<file path="config.mk">
export PLATFORM = sky130hd
export DESIGN_NAME = systolic_mem_sequencer
export DESIGN_NICKNAME = d
export VERILOG_FILES = /design/src/rtl/systolic_mem_sequencer_pkg.sv /design/src/rtl/systolic_mem_sequencer_skew_lane_chain.sv /design/src/rtl/systolic_mem_sequencer.sv
export SDC_FILE = /design/constraint.sdc
export NUM_CORES = 1
export LEC_CHECK = 0
export ABC_AREA = 1
export CAP_MARGIN = 40
export CORE_MARGIN = 5
export CORE_UTILIZATION = 40
export CTS_CLUSTER_SIZE = 8
export DETAILED_ROUTE_END_ITERATION = 10
export DONT_BUFFER_PORTS = 1
export PLACE_DENSITY_LB_ADDON = 0.3
export SYNTH_ARGS = -nofsm -noshare
export SYNTH_HDL_FRONTEND = slang
export SYNTH_SLANG_ARGS = --single-unit
</file>
<file path="constraint.sdc">
create_clock -name clk -period 5.7 [get_ports clk]
set_input_delay 0.855 -clock clk [delete_from_list [all_inputs] [get_ports clk]]
set_output_delay 0.855 -clock clk [all_outputs]
set_load 0.1 [all_outputs]
</file>
<file path="src/rtl/systolic_mem_sequencer_pkg.sv">
`default_nettype none
// ============================================================================
//  Module      : systolic_mem_sequencer_pkg
//  Description : Shared state encoding, counter sizing and lane slice helpers
//                for the systolic array memory sequencer.
//  Revision    : 1.0 - initial release
// ============================================================================
package systolic_mem_sequencer_pkg;

    // Sequencer FSM encoding
    localparam int         c_STATE_W = 2;
    localparam logic [1:0] c_ST_IDLE = 2'd0;
    localparam logic [1:0] c_ST_RUN  = 2'd1;
    localparam logic [1:0] c_ST_DONE = 2'd2;

    // Cycle counter width: skewed runs last up to 2*width_height-1 cycles
    function automatic int cnt_width(input int width_height);
        return $clog2(2 * width_height);
    endfunction

    // Bit offset of lane c inside the flattened address bus
    function automatic int lane_lsb(input int lane, input int addr_width);
        return lane * addr_width;
    endfunction

endpackage : systolic_mem_sequencer_pkg
`default_nettype wire

</file>
<file path="src/rtl/systolic_mem_sequencer_skew_lane_chain.sv">
`default_nettype none
// ============================================================================
//  Module      : skew_lane_chain
//  Description : Per-lane {en, addr} register chain. Lane 0 always takes the
//                source; in skew mode each lane takes its left neighbour one
//                cycle later, otherwise the source is broadcast to all lanes.
//                Lanes beyond the active column count are forced off.
//  Revision    : 1.0 - initial release
// ============================================================================
module skew_lane_chain
    import systolic_mem_sequencer_pkg::*;
#(
    parameter int ADDR_WIDTH   = 8,
    parameter int WIDTH_HEIGHT = 16
) (
    input  logic                               clk,
    input  logic                               reset,
    input  logic                               clear,
    input  logic                               skew,
    input  logic [$clog2(WIDTH_HEIGHT)-1:0]    num_col,
    input  logic                               src_en,
    input  logic [ADDR_WIDTH-1:0]              src_addr,
    output logic [WIDTH_HEIGHT-1:0]            out_en,
    output logic [ADDR_WIDTH*WIDTH_HEIGHT-1:0] out_addr
);

    logic [WIDTH_HEIGHT-1:0] r_en;
    logic [ADDR_WIDTH-1:0]   r_addr [WIDTH_HEIGHT];
    logic [WIDTH_HEIGHT-1:0] w_in_en;
    logic [ADDR_WIDTH-1:0]   w_in_addr [WIDTH_HEIGHT];
    logic [WIDTH_HEIGHT-1:0] w_on;

    // Select each lane's input (neighbour or broadcast) and apply column mask
    always_comb begin
        w_in_en[0]   = src_en;
        w_in_addr[0] = src_addr;
        for (int c = 1; c < WIDTH_HEIGHT; c++) begin
            w_in_en[c]   = skew ? r_en[c-1]   : src_en;
            w_in_addr[c] = skew ? r_addr[c-1] : src_addr;
        end
        for (int c = 0; c < WIDTH_HEIGHT; c++) begin
            w_on[c] = w_in_en[c] && (c <= int'(num_col));
        end
    end

    // Lane registers; disabled lanes hold address zero
    always_ff @(posedge clk or posedge reset) begin
        if (reset) begin
            r_en <= '0;
            for (int c = 0; c < WIDTH_HEIGHT; c++) begin
                r_addr[c] <= '0;
            end
        end else if (clear) begin
            r_en <= '0;
            for (int c = 0; c < WIDTH_HEIGHT; c++) begin
                r_addr[c] <= '0;
            end
        end else begin
            r_en <= w_on;
            for (int c = 0; c < WIDTH_HEIGHT; c++) begin
                r_addr[c] <= w_on[c] ? w_in_addr[c] : '0;
            end
        end
    end

    assign out_en = r_en;

    // Flatten the lane addresses onto the output bus
    generate
        for (genvar c = 0; c < WIDTH_HEIGHT; c++) begin : g_pack
            assign out_addr[lane_lsb(c, ADDR_WIDTH) +: ADDR_WIDTH] = r_addr[c];
        end
    endgenerate

endmodule : skew_lane_chain
`default_nettype wire

</file>
<file path="src/rtl/systolic_mem_sequencer.sv">
`default_nettype none
// ============================================================================
//  Module      : systolic_mem_sequencer
//  Description : Generates per-column buffer addresses and read enables for a
//                systolic array from a row-major buffer, with start/busy/done
//                handshake, programmable row stride and optional diagonal skew.
//  Revision    : 1.0 - initial release
// ============================================================================
module systolic_mem_sequencer
    import systolic_mem_sequencer_pkg::*;
#(
    parameter int ADDR_WIDTH   = 8,
    parameter int WIDTH_HEIGHT = 16
) (
    input  logic                               clk,
    input  logic                               reset,
    input  logic                               start,
    input  logic                               skew,
    input  logic [ADDR_WIDTH-1:0]              base_addr,
    input  logic [ADDR_WIDTH-1:0]              stride,
    input  logic [$clog2(WIDTH_HEIGHT)-1:0]    num_row,
    input  logic [$clog2(WIDTH_HEIGHT)-1:0]    num_col,
    output logic                               busy,
    output logic [ADDR_WIDTH*WIDTH_HEIGHT-1:0] out_addr,
    output logic [WIDTH_HEIGHT-1:0]            out_en,
    output logic                               done
);

    localparam int c_NW = $clog2(WIDTH_HEIGHT);
    localparam int c_CW = cnt_width(WIDTH_HEIGHT);

    logic [c_STATE_W-1:0]  r_state;
    logic                  r_skew;
    logic [ADDR_WIDTH-1:0] r_stride;
    logic [c_NW-1:0]       r_num_row;
    logic [c_NW-1:0]       r_num_col;
    logic [c_CW-1:0]       r_t;
    logic [ADDR_WIDTH-1:0] r_row;

    logic [c_STATE_W-1:0]  w_nxt_state;
    logic                  w_load;
    logic                  w_last;
    logic [c_CW-1:0]       w_t_inc;
    logic [c_CW-1:0]       w_t_end;
    logic [ADDR_WIDTH-1:0] w_row_inc;
    logic                  w_src_en;
    logic [ADDR_WIDTH-1:0] w_src_addr;
    logic                  w_mode;
    logic [c_NW-1:0]       w_mask;
    logic                  w_clear;

    // Next state plus the lane-0 value the chain must show next cycle
    always_comb begin
        w_nxt_state = r_state;
        w_load      = 1'b0;
        w_src_en    = 1'b0;
        w_src_addr  = '0;
        w_mode      = r_skew;
        w_mask      = r_num_col;
        w_clear     = 1'b1;
        w_t_inc     = r_t + c_CW'(1);
        w_row_inc   = r_row + r_stride;
        w_t_end     = r_skew ? (c_CW'(r_num_row) + c_CW'(r_num_col))
                             : c_CW'(r_num_row);
        w_last      = (r_t == w_t_end);
        case (r_state)
            c_ST_IDLE: begin
                if (start) begin
                    // Row 0 goes out in the first RUN cycle, using fresh inputs
                    w_nxt_state = c_ST_RUN;
                    w_load      = 1'b1;
                    w_src_en    = 1'b1;
                    w_src_addr  = base_addr;
                    w_mode      = skew;
                    w_mask      = num_col;
                    w_clear     = 1'b0;
                end
            end
            c_ST_RUN: begin
                if (w_last) begin
                    w_nxt_state = c_ST_DONE;
                end else begin
                    // Lane 0 runs out of rows before the skewed tail drains
                    w_clear    = 1'b0;
                    w_src_en   = (w_t_inc <= c_CW'(r_num_row));
                    w_src_addr = w_src_en ? w_row_inc : '0;
                end
            end
            c_ST_DONE: begin
                w_nxt_state = c_ST_IDLE;
            end
            default: begin
                w_nxt_state = c_ST_IDLE;
            end
        endcase
    end

    // Sequencer FSM: latches the job on start, walks rows, registers busy/done
    always_ff @(posedge clk or posedge reset) begin
        if (reset) begin
            r_state   <= c_ST_IDLE;
            r_skew    <= 1'b0;
            r_stride  <= '0;
            r_num_row <= '0;
            r_num_col <= '0;
            r_t       <= '0;
            r_row     <= '0;
            busy      <= 1'b0;
            done      <= 1'b0;
        end else begin
            r_state <= w_nxt_state;
            busy    <= (w_nxt_state != c_ST_IDLE);
            done    <= (w_nxt_state == c_ST_DONE);
            if (w_load) begin
                r_skew    <= skew;
                r_stride  <= stride;
                r_num_row <= num_row;
                r_num_col <= num_col;
                r_t       <= '0;
                r_row     <= base_addr;
            end else if (r_state == c_ST_RUN) begin
                r_t   <= w_t_inc;
                r_row <= w_row_inc;
            end
        end
    end

    skew_lane_chain #(
        .ADDR_WIDTH   (ADDR_WIDTH),
        .WIDTH_HEIGHT (WIDTH_HEIGHT)
    ) u_chain (
        .clk      (clk),
        .reset    (reset),
        .clear    (w_clear),
        .skew     (w_mode),
        .num_col  (w_mask),
        .src_en   (w_src_en),
        .src_addr (w_src_addr),
        .out_en   (out_en),
        .out_addr (out_addr)
    );

endmodule : systolic_mem_sequencer
`default_nettype wire

</file>
Yosys cells after proc, flatten, opt, wreduce, memory -nomap -nowiden

Index checks and enable logic that the tools add are counted.

Register bits: 178
Input bits: 28
Output and inout port bits: 146

Add/subtract/negate cells: 3
Order comparisons: 16
Equality and inequality tests: 3
Muxes and demuxes: 71
Reduce and logical (&&, ||, !) cells: 18

Operators with widths:

| operator              | number |
|---|---|
| $mux W8               | 36 |
| $mux W128             | 1 |
| $le A4 B4 Y1 const A  | 8 |
| $mux W1               | 22 |
| $le A3 B4 Y1 const A  | 4 |
| $mux W16              | 1 |
| $pmux W8 S2           | 1 |
| $logic_and A1 B1 Y1   | 15 |
| $mux W5               | 3 |
| $add A8 B8 Y8         | 1 |
| $le A2 B4 Y1 const A  | 2 |
| $mux W4               | 2 |
| $add A4 B4 Y5         | 1 |
| $add A5 B1 Y5 const B | 1 |
| $eq A5 B5 Y1          | 1 |
| $le A5 B4 Y1          | 1 |
| $le A1 B4 Y1 const A  | 1 |
| $mux W2               | 2 |
| $pmux W1 S2           | 2 |
| $pmux W2 S2           | 1 |
| $reduce_bool A2 Y1    | 2 |
| $eq A2 B1 Y1 const B  | 1 |
| $eq A2 B2 Y1 const B  | 1 |
| $logic_not A2 Y1      | 1 |

Longest topological paths before layout

Word-level depth: 9
Mapped depth: 16
Depth with buffers taken out: 16

Modules after synthesis

From an unflattened synthesis, not the netlist that was laid out.

Cells, all modules: 841
Area, all modules: 7887.6 um^2

Modules (own cells, without submodules):

| module                 | instances | cells each | area each (um^2) |
|---|---|---|---|
| skew_lane_chain        | 1         | 524        | 5572.8 |
| systolic_mem_sequencer | 1         | 317        | 2314.7 |

Least setup slack after synthesis

OpenSTA, ideal clock, no wires.

Path kind: reg-to-reg
Start point: reg r_num_row[0]
End point: reg u_chain.r_addr (netlist bit u_chain.out_addr[93])
Arrival time: 2228 ps
Data required time: 5580 ps
Setup slack: 3353 ps
Cell stages (with the launch flop): 16
Period minus slack after synthesis: 2347 ps
Cell sequence: dfrtp_1 -> ha_1 -> fa_1 -> nand2_1 -> nand3_1 -> nand2_1 -> nor2_1 -> nand3_1 -> nor2_2 -> nand3_4 -> nand3_4 -> nand2_2 -> buf_6 -> buf_6 -> nand4_1 -> nor2_1

Word-level cells in the longest chain between the ends: 9

Ends and longest elaborated chain:

| item                            | line                                         | text |
|---|---|---|
| from (decl)                     | systolic_mem_sequencer.sv:35                 | `logic [c_NW-1:0] r_num_row;` |
| from (signal assigned)          | systolic_mem_sequencer.sv:117                | `r_num_row <= num_row;` |
| $add A4 B4 Y5                   | systolic_mem_sequencer.sv:63                 | `w_t_end = r_skew ? (c_CW'(r_num_row) + c_CW'(r_num_col))` |
| $mux W5                         | systolic_mem_sequencer.sv:63                 |  |
| $eq A5 B5 Y1                    | systolic_mem_sequencer.sv:65                 | `w_last = (r_t == w_t_end);` |
| $mux W1                         | systolic_mem_sequencer.sv:80                 | `if (w_last) begin` |
| $pmux W1 S2                     | systolic_mem_sequencer.sv:66                 | `case (r_state)` |
| $mux W1                         | systolic_mem_sequencer_skew_lane_chain.sv:38 | `w_in_en[c] = skew ? r_en[c-1] : src_en;` |
| $logic_and A1 B1 Y1             | systolic_mem_sequencer_skew_lane_chain.sv:42 | `w_on[c] = w_in_en[c] && (c <= int'(num_col));` |
| $mux W8                         | systolic_mem_sequencer_skew_lane_chain.sv:61 | `r_addr[c] <= w_on[c] ? w_in_addr[c] : '0;` |
| $mux W128 *                     | systolic_mem_sequencer_skew_lane_chain.sv:53 | `end else if (clear) begin` |
| to (signal, indexed assignment) | systolic_mem_sequencer_skew_lane_chain.sv:61 |  |
| to (decl)                       | systolic_mem_sequencer_skew_lane_chain.sv:28 | `logic [ADDR_WIDTH-1:0] r_addr [WIDTH_HEIGHT];` |

Mark *: on every way between the ends. The rest lies on a longest branch, timed or not.
A chain may end at the register's enable or synchronous reset.

Final worst setup path

Start point: reg r_state[0]
End point: reg u_chain.r_addr (netlist bit u_chain.out_addr[89])

Word-level cells in the longest chain between the ends: 6

Ends and longest elaborated chain:

| item                                             | line                                                                                       | text |
|---|---|---|
| from (decl)                                      | systolic_mem_sequencer.sv:32                                                               | `logic [c_STATE_W-1:0] r_state;` |
| from (signal assigned)                           | systolic_mem_sequencer.sv:101                                                              | `r_state <= c_ST_IDLE;` |
| from (signal assigned)                           | systolic_mem_sequencer.sv:111                                                              | `r_state <= w_nxt_state;` |
| $logic_not A2 Y1 or $eq A2 B1 Y1 (tied branches) | systolic_mem_sequencer.sv:66                                                               |  |
| $mux W4, or another cell as far along            | systolic_mem_sequencer.sv:66                                                               |  |
| $le A4 B4 Y1 or $mux W1 (tied branches)          | systolic_mem_sequencer_skew_lane_chain.sv:42, systolic_mem_sequencer_skew_lane_chain.sv:38 |  |
| $logic_and A1 B1 Y1                              | systolic_mem_sequencer_skew_lane_chain.sv:42                                               |  |
| $mux W8                                          | systolic_mem_sequencer_skew_lane_chain.sv:61                                               |  |
| $mux W128 *                                      | systolic_mem_sequencer_skew_lane_chain.sv:53                                               |  |

Marks and branches as above.

==> metrics.txt <==
Avg Cell Area, Syn=between 9 and 10 sq um; status=complete, no violations; crit-path max cell delay=between 0.6 and 0.7 ns; most common cell in the synthesized netlist=dfrtp_1; Final setup viols=0; DP HPWL=~21 mm; Simple-Gate Fraction of Synth Area=between 30% and 40%; CTS tree=built; Synth Area in Compound Gates=roughly 6.0%; global-route wire length before repair=approximately 44 mm; Area contributors post-synth=dfrtp_1, nor2_1, or2_2; wire per inst=roughly 22 um; unique cell type count in the Yosys netlist=40; share of flip-flops with an asynchronous set or reset=100%; Top Ports=approximately 170; leading area contributor after synthesis=dfrtp_1; largest family of logic cells by synthesized area=simple AND/OR/NAND/NOR gates; total wire length=~28 mm; Detail Route Antenna Nets=0; Required @ worst endpoint=approximately 6.1 ns; post-CTS sizing=0; Vias=around 6.9k; root buffer cell=clkbuf_16; post-synthesis mux area share=0%; Seq/Total Area, Yosys=54.0%; Total GRT Usage=~24%; Cell Area, Synth=8250 sq um; vias in the first global route=7,200; RSZ-0062 raised after global routing=false; Sink Count=178; Ys Warns=0; Die Width=~150 um; minimum clock period=roughly 3.4 ns; setup TNS=0 ns; count of nets after finishing=1,053; Worst Path Arrival=roughly 3.7 ns; drt drc=0; share of post-route cells with drive strength above 1=30.5%; Slew @ Worst Pin=between 0.8 and 0.9 ns; max-cap violation count=0; number of port buffers=0; Setup Skew=between 0.01 and 0.015 ns; row count=52; worst reg2reg startpoint=r_state[0]; Syn Nets=about 930; Final Slew Violations=0; postcts setup bufs=0; Post-Syn Instances=885; Min-Delay Path Class=in -> async; Die H=~150 um; Layout area overhead=54.2%; crit path kind=reg -> reg; Worst Setup Start Kind=flip-flop; Synth Area in XOR/XNOR=less than 1%; Worst Setup End Kind=flip-flop; adder-cell share of the synthesized area=under 10%; Bufs and invs on worst path=4; critical path's slowest cell=clkinv_2; clk_lat worst skew=0.44 ns; Final Wtd Congestion=0.858; Starting Density=between 40% and 50%; Clock transition at path regs=0.07 ns; global route overflow=0; drt via density=5.32; starting DRC count in detailed routing=466; top_reg_cell synth=dfrtp_1; die area=between 20,000 and 25,000 sq um; Fmax=296 MHz; crit path max fanout=between 70 and 80; Hold Buf Count CTS=0; Post-synth EDFFs=0; top-area cell type share of the netlist area=54.0%; CP top delay family=buffers and inverters; router iterations before antenna repair=5; cts bufs inserted=17; largest net degree at the start of global routing=74; CTS Buffer Depth=2; total inserted antenna cells=0; initial antenna violation count=1; Critical path origin=r_state[0]; final hold viol count=0; H-tree levels=4; final worst-path cycle share=59.2%; crit-path cells=nor2_2 -> nand2_4 -> inv_4 -> nor2_4 -> a21oi_2 -> clkinv_2 -> buf_12 -> nand3_2 -> inv_2 -> nor2_1; Yosys reg bits=around 180; Core Region=around 20,000 sq um; top post-synthesis cells by count=dfrtp_1, nor2_1, nand2_1; Slew headroom=between 40% and 50%
-- layout make-up --
cell class	instances	area, sq um
clock buffer	17	425
clock inverter	15	170
fill	1533	7570
inverter	56	221
multi-input combinational	613	3330
sequential	178	4450
tap	270	338
timing repair buffer	141	3790
-- metal layers --
layer	vias to the layer above	track usage (%)	routed length, um
li1	3136	-	-
met1	3422	29.6	11000
met2	266	41.3	14700
met3	43	7.25	2050
met4	0	7.06	677
met5	-	0	0
-- through the flow --
stage,area (sq um),std cells,utilization (%),worst slack (ns),hold slack (ns)
finish,12700,1290,62.7,2.33,0.341
global route,12700,1290,62.7,2.08,0.381
CTS,12600,1286,62.1,2.30,0.365
detailed placement,12000,1254,59.2,2.08,0.476
global placement,8390,1122,41.4,2.14,0.461
floorplan,8250,885,-,0.0147,0.449
-- cell usage in the layout, fill, tap and decap left out, types with 17 or more instances in the layout --
master,netlist,final
dfrtp_1,178,178
nor2_1,156,156
buf_16,0,135
nand2_1,104,104
or2_2,78,78
nand3_1,62,62
o21ai_0,48,48
nand4_1,46,46
inv_1,39,38
clkbuf_16,0,17
-- cells by family (layout without fill, tap and decap cells) --
family                     after synthesis  count (layout)
buffers and inverters                   94             229
AOI/OAI and AO/OA                       87              87
adders and majority gates               18              18
xor gates and xnor gates                 8               8
DFF                                    178             178
and+or+nand+nor                        500             500
-- registers in the layout, summed over array words and instances (netlist names) --
| register | cells |
|---|---|
| u_chain.out_addr | 128 |
| u_chain.out_en | 16 |
| r_num_row | 4 |
| r_num_col | 4 |
| done | 1 |
| busy | 1 |
| r_t | 5 |
| r_row | 8 |
| r_skew | 1 |
| r_stride | 8 |
| r_state | 2 |
-- path summary, 6_finish.rpt --
kind | to | slack (ns) | depth (start not counted)
max | u_chain.out_addr[89] | 2.33 | 10
min | u_chain.out_addr[113] | 0.34 | 1
max reg2reg | u_chain.out_addr[89] | 2.33 | 10
min reg2reg | r_stride[6] | 0.49 | 2
max in group asynchronous | u_chain.out_addr[58] | 4.10 | 2
min in group clk | r_stride[6] | 0.49 | 2
Power is left out: the tool's default activity adds up to more than one toggle a clock period on the data nets, which glitch-free logic cannot reach.
